### config.mk
export PLATFORM = sky130hd
export DESIGN_NAME = rns_fold_reducer_pipe
export DESIGN_NICKNAME = d
export VERILOG_FILES = /design/src/rtl/rns_pkg.sv /design/src/rtl/rns_fold_stage.sv /design/src/rtl/rns_fold_reducer_pipe.sv
export SDC_FILE = /design/constraint.sdc
export NUM_CORES = 1
export LEC_CHECK = 0
export BUFFER_PORTS_ARGS = -buffer_cell sky130_fd_sc_hd__buf_2
export CORE_MARGIN = 2
export CORE_UTILIZATION = 51
export DETAILED_ROUTE_END_ITERATION = 8
export PLACE_DENSITY = 0.82
export SETUP_SLACK_MARGIN = 0.2
export SYNTH_ARGS = -nofsm -noshare
export SYNTH_HDL_FRONTEND = slang
export SYNTH_HIERARCHICAL = 1
export SYNTH_SLANG_ARGS = --single-unit
### constraint.sdc
create_clock -name clk -period 11.29 [get_ports clk]
set_clock_uncertainty 0.05 [all_clocks]
set_input_delay 3.387 -clock clk [delete_from_list [all_inputs] [get_ports clk]]
set_output_delay 3.387 -clock clk [all_outputs]
set_load 0.01 [all_outputs]
### src/rtl/rns_pkg.sv
// Width helpers and shared types for the RNS fold reducer.
package rns_pkg;

   localparam int unsigned RNS_TAG_W = 4;
   typedef logic [RNS_TAG_W-1:0] rns_tag_t;

   // Widths of every stage, derived once from the top-level parameters.
   typedef struct packed {
      int unsigned groups;
      int unsigned s1_w;
      int unsigned n_fold;
      int unsigned s2_w;
      int unsigned j_max;
      int unsigned res_w;
   } stage_w_t;

   function automatic int unsigned clog2_u(input int unsigned v);
      int unsigned r;
      r = 0;
      while ((64'(1) << r) < 64'(v)) r++;
      return r;
   endfunction

   function automatic int unsigned ceil_div(input int unsigned a, input int unsigned b);
      return (a + b - 1) / b;
   endfunction

   // Width after one fold of a w-bit value: low k bits plus the remaining high bits.
   function automatic int unsigned fold_bound(input int unsigned w, input int unsigned k);
      return (((w - k) > k) ? (w - k) : k) + 1;
   endfunction

   function automatic int unsigned fold_w(input int unsigned w, input int unsigned k,
                                          input int unsigned lvl);
      int unsigned r;
      r = w;
      for (int unsigned i = 0; i < lvl; i++) r = fold_bound(r, k);
      return r;
   endfunction

   // Number of folds until the value provably fits in k+1 bits.
   function automatic int unsigned fold_levels(input int unsigned w, input int unsigned k);
      int unsigned r;
      int unsigned n;
      r = w;
      n = 0;
      while (r > k + 1) begin
         r = fold_bound(r, k);
         n++;
      end
      return n;
   endfunction

   function automatic stage_w_t stage_widths(input int unsigned width, input int unsigned k,
                                             input int unsigned m);
      stage_w_t sw;
      sw.groups = ceil_div(width, k);
      sw.s1_w   = k + clog2_u(sw.groups);
      sw.n_fold = fold_levels(sw.s1_w, k);
      sw.s2_w   = k + 1;
      sw.j_max  = (m < 2) ? 0 : ((32'(1) << (k + 1)) - 1) / m;
      sw.res_w  = clog2_u(m);
      return sw;
   endfunction

endpackage

### src/rtl/rns_fold_stage.sv
// One combinational fold level: low FOLD_K bits plus the bits above them.
module rns_fold_stage
   import rns_pkg::*;
#(
   parameter int unsigned IN_W   = 9,
   parameter int unsigned FOLD_K = 6
) (
   input  logic [IN_W-1:0]                      a,
   output logic [fold_bound(IN_W, FOLD_K)-1:0]  y
);

   localparam int unsigned OUT_W = fold_bound(IN_W, FOLD_K);

   // 2^K == 1 mod M, so adding the high part to the low group preserves the residue
   assign y = OUT_W'(a[FOLD_K-1:0]) + OUT_W'(a[IN_W-1:FOLD_K]);

endmodule

### src/rtl/rns_fold_reducer_pipe.sv
// Three-stage streaming x mod MOD reducer (MOD divides 2^FOLD_K-1) with tag passthrough.
// Optional completed-transfer counter stat_cnt under RNS_FOLD_STATS_EN.
module rns_fold_reducer_pipe
   import rns_pkg::*;
#(
   parameter int unsigned WIDTH  = 32,
   parameter int unsigned MOD    = 21,
   parameter int unsigned FOLD_K = 6,
   parameter int unsigned TAG_W  = 4
) (
   input  logic                    clk,
   input  logic                    rst,
   input  logic                    in_valid,
   output logic                    in_ready,
   input  logic [WIDTH-1:0]        in_data,
   input  logic [TAG_W-1:0]        in_tag,
   output logic                    out_valid,
   input  logic                    out_ready,
   output logic [$clog2(MOD)-1:0]  out_res,
   output logic [TAG_W-1:0]        out_tag
`ifdef RNS_FOLD_STATS_EN
   ,
   output logic [31:0]             stat_cnt
`endif
);

   localparam stage_w_t SW = stage_widths(WIDTH, FOLD_K, MOD);
   localparam int unsigned G     = SW.groups;
   localparam int unsigned S1_W  = SW.s1_w;
   localparam int unsigned NF    = SW.n_fold;
   localparam int unsigned S2_W  = SW.s2_w;
   localparam int unsigned J     = SW.j_max;
   localparam int unsigned RES_W = SW.res_w;
   localparam int unsigned PAD_W = G * FOLD_K;

   if ((MOD < 2) || (FOLD_K < 2) || ((((32'(1) << FOLD_K) - 1) % MOD) != 0)) begin : g_bad_cfg
      $fatal(1, "rns_fold_reducer_pipe: need MOD>=2, FOLD_K>=2 and MOD dividing 2^FOLD_K-1");
   end

   logic              stall;
   logic [PAD_W-1:0]  padded;
   logic [S1_W-1:0]   s1_d, s1_q;
   logic [S2_W-1:0]   s2_d, s2_q, sub;
   logic [RES_W-1:0]  res_d;
   logic              v1_q, v2_q;
   logic [TAG_W-1:0]  t1_q, t2_q;

   assign stall    = out_valid & ~out_ready;
   assign in_ready = ~stall;

   // Stage 1 input: sum of the zero-padded K-bit groups
   always_comb begin
      padded = PAD_W'(in_data);
      s1_d   = '0;
      for (int unsigned g = 0; g < G; g++) s1_d = s1_d + S1_W'(padded[g*FOLD_K +: FOLD_K]);
   end

   // Stage 2 input: chain of folds until the value fits in FOLD_K+1 bits
   for (genvar i = 0; i < NF; i++) begin : g_fold
      localparam int unsigned IW = fold_w(S1_W, FOLD_K, i);
      localparam int unsigned OW = fold_w(S1_W, FOLD_K, i + 1);
      logic [IW-1:0] a;
      logic [OW-1:0] y;
      if (i == 0) begin : g_first
         assign a = s1_q;
      end else begin : g_next
         assign a = g_fold[i-1].y;
      end
      rns_fold_stage #(.IN_W(IW), .FOLD_K(FOLD_K)) u_fold (.a(a), .y(y));
   end

   if (NF == 0) begin : g_nofold
      assign s2_d = S2_W'(s1_q);
   end else begin : g_last
      assign s2_d = S2_W'(g_fold[NF-1].y);
   end

   // Stage 3 input: subtract the largest multiple of MOD not exceeding s2
   always_comb begin
      sub = '0;
      for (int unsigned j = 1; j <= J; j++) begin
         if (32'(s2_q) >= j * MOD) sub = S2_W'(j * MOD);
      end
      res_d = RES_W'(s2_q - sub);
   end

   // Pipeline registers; the whole pipe holds while the output is stalled
   always_ff @(posedge clk) begin
      if (rst) begin
         v1_q      <= 1'b0;
         s1_q      <= '0;
         t1_q      <= '0;
         v2_q      <= 1'b0;
         s2_q      <= '0;
         t2_q      <= '0;
         out_valid <= 1'b0;
         out_res   <= '0;
         out_tag   <= '0;
      end else if (!stall) begin
         v1_q      <= in_valid & in_ready;
         s1_q      <= s1_d;
         t1_q      <= in_tag;
         v2_q      <= v1_q;
         s2_q      <= s2_d;
         t2_q      <= t1_q;
         out_valid <= v2_q;
         out_res   <= res_d;
         out_tag   <= t2_q;
      end
   end

`ifdef RNS_FOLD_STATS_EN
   // Count completed output transfers; wraps at 2^32
   always_ff @(posedge clk) begin
      if (rst)                         stat_cnt <= '0;
      else if (out_valid & out_ready)  stat_cnt <= stat_cnt + 32'd1;
   end
`endif

endmodule

==> results of run 1 <==
[sequential cells by signal (all words and copies together), names as in the netlist]
signal / cells
v2_q: 1
s2_q: 7
v1_q: 1
out_tag: 4
g_fold.a: 9
out_valid: 1
t1_q: 4
t2_q: 4
out_res: 5
[cell usage in the layout (no fill, tap or decap), types with 4 or more instances in the layout]
master    count
a211oi_1      7
a21oi_1      32
buf_2        50
clkbuf_8      5
dfxtp_1      36
fa_1         21
ha_1         15
inv_1        50
nand2_1      60
nand3_1       6
nor2_1       12
o21a_1        4
o21ai_0       5
xnor2_1       4
[layout make-up]
| type | count | share of cell area, % |
|---|---|---|
| sequential | 36 | 24.5 |
| inverter | 51 | 6.50 |
| tap | 67 | 2.85 |
| multi-input combinational | 212 | 53.4 |
| timing repair buffer | 52 | 9.00 |
| clock inverter | 3 | 1.44 |
| clock buffer | 5 | 2.34 |
[worst max-delay path: cells and delay by family]
family | cells | cell delay, ps
buffers and inverters | 5 | 1010
AND/OR/NAND/NOR | 1 | 90
[power breakdown]
group / internal (mW) / switching [mW]
clock network: 0.0653 / 0.0465
registers: 0.156 / 0.0294
logic: 0.126 / 0.134
[per-stage QoR]
step	hold WS [ps]	setup WS, ps	area, sq um	std cells
after floorplan	382	3760	2530	312
after global placement	389	3360	2840	418
after detailed placement	394	3340	2840	418
after CTS	404	3340	2950	426
after global routing	420	3250	2950	426
final	401	3350	2950	426
[worst min-delay path by stage]
stage	from	end	slack [ps]	cells past startpoint
floorplan	t1_q[0]	t1_q[0]	380	2
global placement	out_tag[2]	out_tag[2]	390	2
detailed placement	out_tag[2]	out_tag[2]	390	2
CTS	out_tag[2]	out_tag[2]	400	2
global route	t2_q[1]	t2_q[1]	420	2
finish	out_tag[2]	out_tag[2]	400	2
[cell usage after synthesis (2+ instances only)]
master,number
o21a_1,4
o21bai_1,2
nor4b_1,2
dfxtp_1,36
nor2_1,12
xor2_1,3
nand2_1,60
and3_1,3
a21oi_1,32
fa_1,21
a211oi_1,7
a211o_1,2
or4_1,3
a21o_1,2
o21ai_0,5
ha_1,15
nor3_1,2
nor2b_1,4
xnor2_1,4
o211ai_1,2
clkbuf_1,12
inv_1,50
nand3_1,6
nor3_2,2
[metal layers]
metal  track usage, %  routed length (um)  vias up
met5                0                   0        -
met4             7.54                  71        0
met3             3.93                 208        6
met2             31.4                2310       45
met1             24.2                2100      981
li1                 -                   -     1104
[cells by family (layout without fill, tap and decap cells)]
| group | Yosys count | after routing | synth area share (%) |
|---|---|---|---|
| simple gates | 103 | 103 | 19.2 |
| compound gates | 65 | 65 | 16.0 |
| buf+inv | 64 | 111 | 9.53 |
| fa+ha+maj | 36 | 36 | 24.0 |
| flops | 36 | 36 | 28.4 |
| xor+xnor | 7 | 7 | 2.42 |
| mux | 1 | 1 | 0.395 |
==> reports/metrics.cfg, run 1 <==
[status]
outcome=completed

[synth]
syn-cell-area_sq_mm=0.00253
yosys_warnings=6
syn_avg_cell_area_sq_um=8.12
yosysSeqAreaShare_pct=28.4
ys.flop_type=dfxtp_1
synthTopCellsByArea=dfxtp_1, fa_1, nand2_1
synthCells=312
yosysTopAreaCellShare_pct=28.4
synth-seq-cells=36
async_reset_ff_share_pct=0
synth_edf_count=0
syn_nets=388
yosys.area.top_type=dfxtp_1
synth_cell_types=45

[worst_setup_path]
crit_type=in -> out
ff2ff_setup_slack_ps=8300
critPathLaunchType=input pin
startpoint=out_ready
critPathMaxFanout=43
worstSetupEndpoint=in_ready
r2r-end=out_res[4]
r2r_cells=12
crit_arrival_ps=4500
cp.required_ps=7850
critPathSlowestCell=buf_4
worstReg2RegStart=s2_q[1]
slowest_delay_ps=360
path_cells=buf_2, nor2b_2, buf_4, clkinv_1, buf_4, buf_2
crit_path_end_kind=output pin

[power]
p_leak_nw=1.43
p_per_area_mw_per_mm2=189
ir_drop_mv=0.103
power.total_uw=557

[finish]
drive_above_1_share_pct=19.2
fin_util_pct=62.0
syn2layout_area_growth_pct=16.3
diodes=0
layout.nets=434
fill_cells=449
multiInputGateArea_sq_mm=0.00157
seq_area_sq_um=721

[clocking]
cts_setup_buffers=0
clkTransAtPathRegs_ps=70
cts_buffers=5
clock-sinks=36
cts_tree=done
htreeDepth=2
clk_latency_ps=290
root_buffer=clkbuf_8
cts_resized=0
cts_buffer_depth=2
cts_hold_buf=0

[sta]
post-route-period-util_pct=70.3
fmax_mhz=126
drv_slew=0
setup_viol=0
setup_tns_ps=0
tightest_slew_ps=663
hold_viol_final=0
layout_min_cycle_time_ps=7940
relSlewSlack_pct=55.8
rsz0062_at_grt=false

[detailed_routing]
drtAntennaViolNets=0
wire_per_inst_um=11.0
drtIter0Drc=118
drtPass1Iterations=4
dr_total_vias=2136
viasPerCell=5.01
drc=0
routed_wirelength_um=4690

[global_route]
grt_pass1_vias=2031
grt_max_degree=44
grt_use_total_pct=18.9
overflow=0
grt_pass1_wl_um=8290
antenna_found_initial=0

[floorplanning]
core_sq_mm=0.00475
die_h_um=74.5
row_count=25
ios=51
die-width_um=74.5
die_area_sq_mm=0.00555
start_util_pct=53.3

[hold_path]
hp-class=reg -> reg

[run]
cap_violations=0

[placement]
place_hpwl_um=3560
place.gp.congestion=0.810
portBuffers=50

(Power assumes the default switching activity.)
==> run 2, diff against run 1 <==
==> constraint.sdc (replaced) <==
create_clock -name clk -period 8 [get_ports clk]
set_clock_uncertainty 0.05 [all_clocks]
set_input_delay 2.4 -clock clk [delete_from_list [all_inputs] [get_ports clk]]
set_output_delay 2.4 -clock clk [all_outputs]
set_load 0.01 [all_outputs]
==> reports/metrics.cfg, run 2 (synthesized netlist as in run 1, its figures left out) <==
[status]
outcome=completed  ; unchanged

[sta]
hold_viol_final=0  ; unchanged
rsz0062_at_grt=false  ; unchanged
setup_tns_ps=0  ; unchanged
setup_viol=0  ; unchanged
fmax_mhz=181
tightest_slew_ps=649  ; was 663 ps
layout_min_cycle_time_ps=5540
finalWorstSetupSlack_ps=2460  ; was 3350 ps
drv_slew=0  ; unchanged
relSlewSlack_pct=56.7  ; was 55.8%
hold_slack_ps=400  ; was 401 ps
post-route-period-util_pct=69.2

[finish]
fin_util_pct=62.0  ; unchanged
final_cell_mix=nand2_1, inv_1, buf_2  ; unchanged
final_area_sq_mm=0.00295  ; unchanged
seq_area_sq_um=721  ; unchanged
largest_reg_flops=9  ; unchanged
drive_above_1_share_pct=19.2  ; unchanged
final_common_cell=nand2_1  ; unchanged
diodes=0  ; unchanged
syn2layout_area_growth_pct=16.3  ; unchanged
fill_cells=441  ; was 449
multiInputGateArea_sq_mm=0.00157  ; unchanged
layout.nets=434  ; unchanged

[power]
ir_drop_mv=0.166  ; was 0.103 mV
p_leak_nw=1.43  ; unchanged
p_per_area_mw_per_mm2=266  ; was 189 mW/mm^2

[worst_setup_path]
ff2ff_setup_slack_ps=5020  ; was 8300 ps
crit_arrival_ps=5620  ; was 4500 ps
crit_path_end_kind=flop  ; was output pin
critPathLaunchType=input pin  ; unchanged
slowest_delay_ps=550  ; was 360 ps
crit_path_frequent_cell=fa_1
crit_type=in -> reg  ; was in -> out
path_cells=buf_2, fa_1, inv_1, fa_1, fa_1, inv_1, ha_1, fa_1, a211oi_1, o21bai_1, a21oi_1, nand2b_1, a221oi_1  ; was buf_2, nor2b_2, buf_4, clkinv_1, buf_4, buf_2
critPathMaxFanout=3  ; was 43
critPathSlowestCell=fa_1  ; was buf_4
cp.required_ps=8080  ; was 7850 ps

[global_route]
grt_max_degree=43  ; was 44
grt_use_total_pct=19.7  ; was 18.9%
grt_pass1_wl_um=8570  ; was 8290 um
antenna_found_initial=0  ; unchanged
grt_pass1_vias=2067  ; was 2031
overflow=0  ; unchanged

[floorplanning]
ios=51  ; unchanged
die_h_um=74.5  ; unchanged
die_area_sq_mm=0.00555  ; unchanged
die-width_um=74.5  ; unchanged
row_count=25  ; unchanged
start_util_pct=53.3  ; unchanged
core_sq_mm=0.00475  ; unchanged

[run]
cap_violations=0  ; unchanged

[clocking]
cts_tree=done  ; unchanged
clkTransAtPathRegs_ps=70  ; about the same
cts_hold_buf=0  ; unchanged
cts_buffer_depth=2  ; unchanged
clk_latency_ps=280  ; was 290 ps
htreeDepth=2  ; unchanged
cts_setup_buffers=0  ; unchanged
cts_buffers=5  ; unchanged
cts_resized=0  ; unchanged
root_buffer=clkbuf_8  ; unchanged
clock-sinks=36  ; unchanged

[detailed_routing]
drtAntennaViolNets=0  ; unchanged
drtPass1Iterations=4  ; unchanged
routed_wirelength_um=4830  ; was 4690 um
drc=0  ; unchanged
dr_total_vias=2170  ; was 2136
drtIter0Drc=137  ; was 118
viasPerCell=5.09  ; was 5.01
wire_per_inst_um=11.3  ; was 11.0 um

[placement]
placed_area_sq_mm=0.00284  ; unchanged
portBuffers=50  ; unchanged
place_hpwl_um=3660  ; was 3560 um
place.gp.congestion=0.956  ; was 0.810
dp_slack_ps=2160  ; was 3340 ps

[hold_path]
hp-class=reg -> reg  ; unchanged

## run 2: cell counts in the layout (fill, tap and decap cells not counted)
Identical to the previous run, type by type.
## run 2: worst max-delay path: cells and delay by family
kind	cells	cell delay [ps]
adders and majority gates	5	2120
buffers and inverters	3	210
and+or+nand+nor	1	140
AOI/OAI and AO/OA	4	760
## run 2: layout make-up
class | instances | share of cell area [%]
clock buffer | 5 | 2.34
clock inverter | 3 | 1.44
inverter | 51 | 6.50
multi-input combinational | 212 | 53.4
sequential | 36 | 24.5
tap | 67 | 2.85
timing repair buffer | 52 | 9.00
## run 2: stage by stage
stage	power, mW	std cells
detailed placement	0.631	418
floorplan	0.548	312
CTS	0.792	426
global placement	0.616	418
finish	0.785	426
global route	0.864	426
## run 2: report_power, final
part / total (mW) / switching [mW] / internal [mW] / leakage, nW
clock: 0.156 / 0.0642 / 0.0922 / 0.0541
combinational: 0.368 / 0.191 / 0.177 / 1.08
sequential: 0.261 / 0.0412 / 0.220 / 0.297
## run 2: final timing paths
| kind | from | endpoint | cells past startpoint |
|---|---|---|---|
| max | in_data[0] | g_fold[0].a[8] | 13 |
| min | out_tag[0] | out_tag[0] | 2 |
| max reg2reg | s2_q[1] | out_res[4] | 12 |
| min reg2reg | out_tag[0] | out_tag[0] | 2 |
## run 2: metal layers
layer | wire length [um] | global-route usage [%]
met1 | 2170 | 24.8
met2 | 2430 | 34.7
met3 | 179 | 3.79
met4 | 57 | 4.96
met5 | 0 | 0
==> run 3, diff against run 2 <==
==> constraint.sdc (replaced) <==
create_clock -name clk -period 5.19 [get_ports clk]
set_clock_uncertainty 0.05 [all_clocks]
set_input_delay 1.557 -clock clk [delete_from_list [all_inputs] [get_ports clk]]
set_output_delay 1.557 -clock clk [all_outputs]
set_load 0.01 [all_outputs]
==> reports/metrics.cfg, run 3 (synthesized netlist as in run 1, its figures left out) <==
[worst_setup_path]
cp.required_ps=5280  ; was 8080 ps
ff2ff_setup_slack_ps=2210  ; was 5020 ps
r2r_cells=13  ; was 12
crit_arrival_ps=4760  ; was 5620 ps
crit_path_end_kind=flop  ; unchanged
critPathLaunchType=input pin  ; unchanged
r2r-end=out_res[4]  ; unchanged
critPathMaxFanout=3  ; unchanged
startpoint=in_data[0]  ; unchanged
worstReg2RegStart=s2_q[1]  ; unchanged
crit_type=in -> reg  ; unchanged

[sta]
layout_min_cycle_time_ps=4670
tightest_slew_ps=644  ; was 649 ps
setup_viol=0  ; unchanged
post-route-period-util_pct=90.1
relSlewSlack_pct=57.1  ; was 56.7%
finalWorstSetupSlack_ps=515  ; was 2460 ps
drv_slew=0  ; unchanged
hold_viol_final=0  ; unchanged
setup_tns_ps=0  ; unchanged
rsz0062_at_grt=false  ; unchanged
hold_slack_ps=397  ; was 400 ps
fmax_mhz=214

[detailed_routing]
drc=0  ; unchanged
drtPass1Iterations=4  ; unchanged
routed_wirelength_um=5000  ; was 4830 um
viasPerCell=5.16  ; was 5.09
drtAntennaViolNets=0  ; unchanged
drtIter0Drc=153  ; was 137
wire_per_inst_um=11.7  ; was 11.3 um
dr_total_vias=2198  ; was 2170

[clocking]
cts_resized=0  ; unchanged
clock-sinks=36  ; unchanged
root_buffer=clkbuf_8  ; unchanged
cts_buffer_depth=2  ; unchanged
clk_latency_ps=290  ; was 280 ps
clkTransAtPathRegs_ps=70  ; about the same
cts_setup_buffers=0  ; unchanged
cts_buffers=5  ; unchanged
htreeDepth=2  ; unchanged
cts_hold_buf=0  ; unchanged
cts_tree=done  ; unchanged

[placement]
dp_slack_ps=214  ; was 2160 ps
place.gp.congestion=0.956  ; about the same
portBuffers=50  ; unchanged
place_hpwl_um=3660  ; about the same
dpl.cell_count=418  ; unchanged

[finish]
largest_reg_flops=9  ; unchanged
final_common_cell=nand2_1  ; unchanged
drive_above_1_share_pct=19.2  ; unchanged
diodes=0  ; unchanged
final_cell_mix=nand2_1, inv_1, buf_2  ; unchanged
final_cells=426  ; unchanged
layout.nets=434  ; unchanged
fill_cells=440  ; was 441
syn2layout_area_growth_pct=15.4  ; was 16.3%

[floorplanning]
start_util_pct=53.3  ; unchanged
ios=51  ; unchanged
die_area_sq_mm=0.00555  ; unchanged
die-width_um=74.5  ; unchanged
row_count=25  ; unchanged
die_h_um=74.5  ; unchanged
core_sq_mm=0.00475  ; unchanged

[global_route]
grt_use_total_pct=20.4  ; was 19.7%
grt_pass1_vias=2103  ; was 2067
overflow=0  ; unchanged
antenna_found_initial=0  ; unchanged
grt_max_degree=43  ; unchanged
grt_pass1_wl_um=8740  ; was 8570 um

[hold_path]
hold_depth=2  ; unchanged
min-delay-start=out_tag[0]  ; unchanged
hold_path_end=out_tag[0]  ; unchanged
hp-class=reg -> reg  ; unchanged

[status]
outcome=completed  ; unchanged

[power]
power.total_mw=1.17  ; was 785 uW
p_leak_nw=1.42  ; was 1.43 nW
ir_drop_mv=0.198  ; was 0.166 mV
p_per_area_mw_per_mm2=401  ; was 266 mW/mm^2

[run]
cap_violations=0  ; unchanged

[run 3: worst max-delay path by stage]
stage / slack (ps) / end / cells after the start
2_1_floorplan: 610 / g_fold[0].a[8] / 12
3_3_place_gp: 310 / g_fold[0].a[8] / 13
3_5_place_dp: 210 / g_fold[0].a[8] / 13
4_1_cts: 530 / g_fold[0].a[8] / 13
5_1_grt: 350 / g_fold[0].a[8] / 13
6_report: 520 / g_fold[0].a[8] / 13
[run 3: layer usage]
layer / vias to the layer above / wire (um) / global-route usage (%)
met1: 1022 / 2180 / 24.1
li1: 1105 / - / -
met4: 0 / 157 / 8.93
met2: 58 / 2410 / 35.4
met3: 13 / 244 / 4.74
met5: - / 0 / 0
[run 3: per-stage QoR]
stage / util [%] / instance area, sq um
2_1_floorplan: - / 2530
3_3_place_gp: 59.6 / 2840
3_5_place_dp: 59.6 / 2840
4_1_cts: 61.5 / 2920
5_1_grt: 61.5 / 2920
6_report: 61.5 / 2920
[run 3: final cells by class]
| class | count | area, sq um | share of cell area, % |
|---|---|---|---|
| clock inverters | 3 | 18.8 | 0.642 |
| repair buffers | 52 | 265 | 9.08 |
| well taps | 67 | 83.8 | 2.87 |
| flip-flops and latches | 36 | 721 | 24.7 |
| inverters | 51 | 191 | 6.55 |
| multi-input cells | 212 | 1570 | 53.9 |
| clock buffers | 5 | 68.8 | 2.35 |
[run 3: critical path, stage by stage]
cell and delay [ps]:
buf_2 110, fa_1 540, inv_1 50, fa_1 450
fa_1 490, inv_1 40, ha_1 200, fa_1 440
a211oi_1 310, o21bai_1 130, a21oi_1 230, nand2b_1 140
a221oi_1 80
[run 3: report_power, final]
part           switching (mW)  internal, mW
logic                   0.298         0.274
registers              0.0644         0.339
clock network           0.104        0.0934
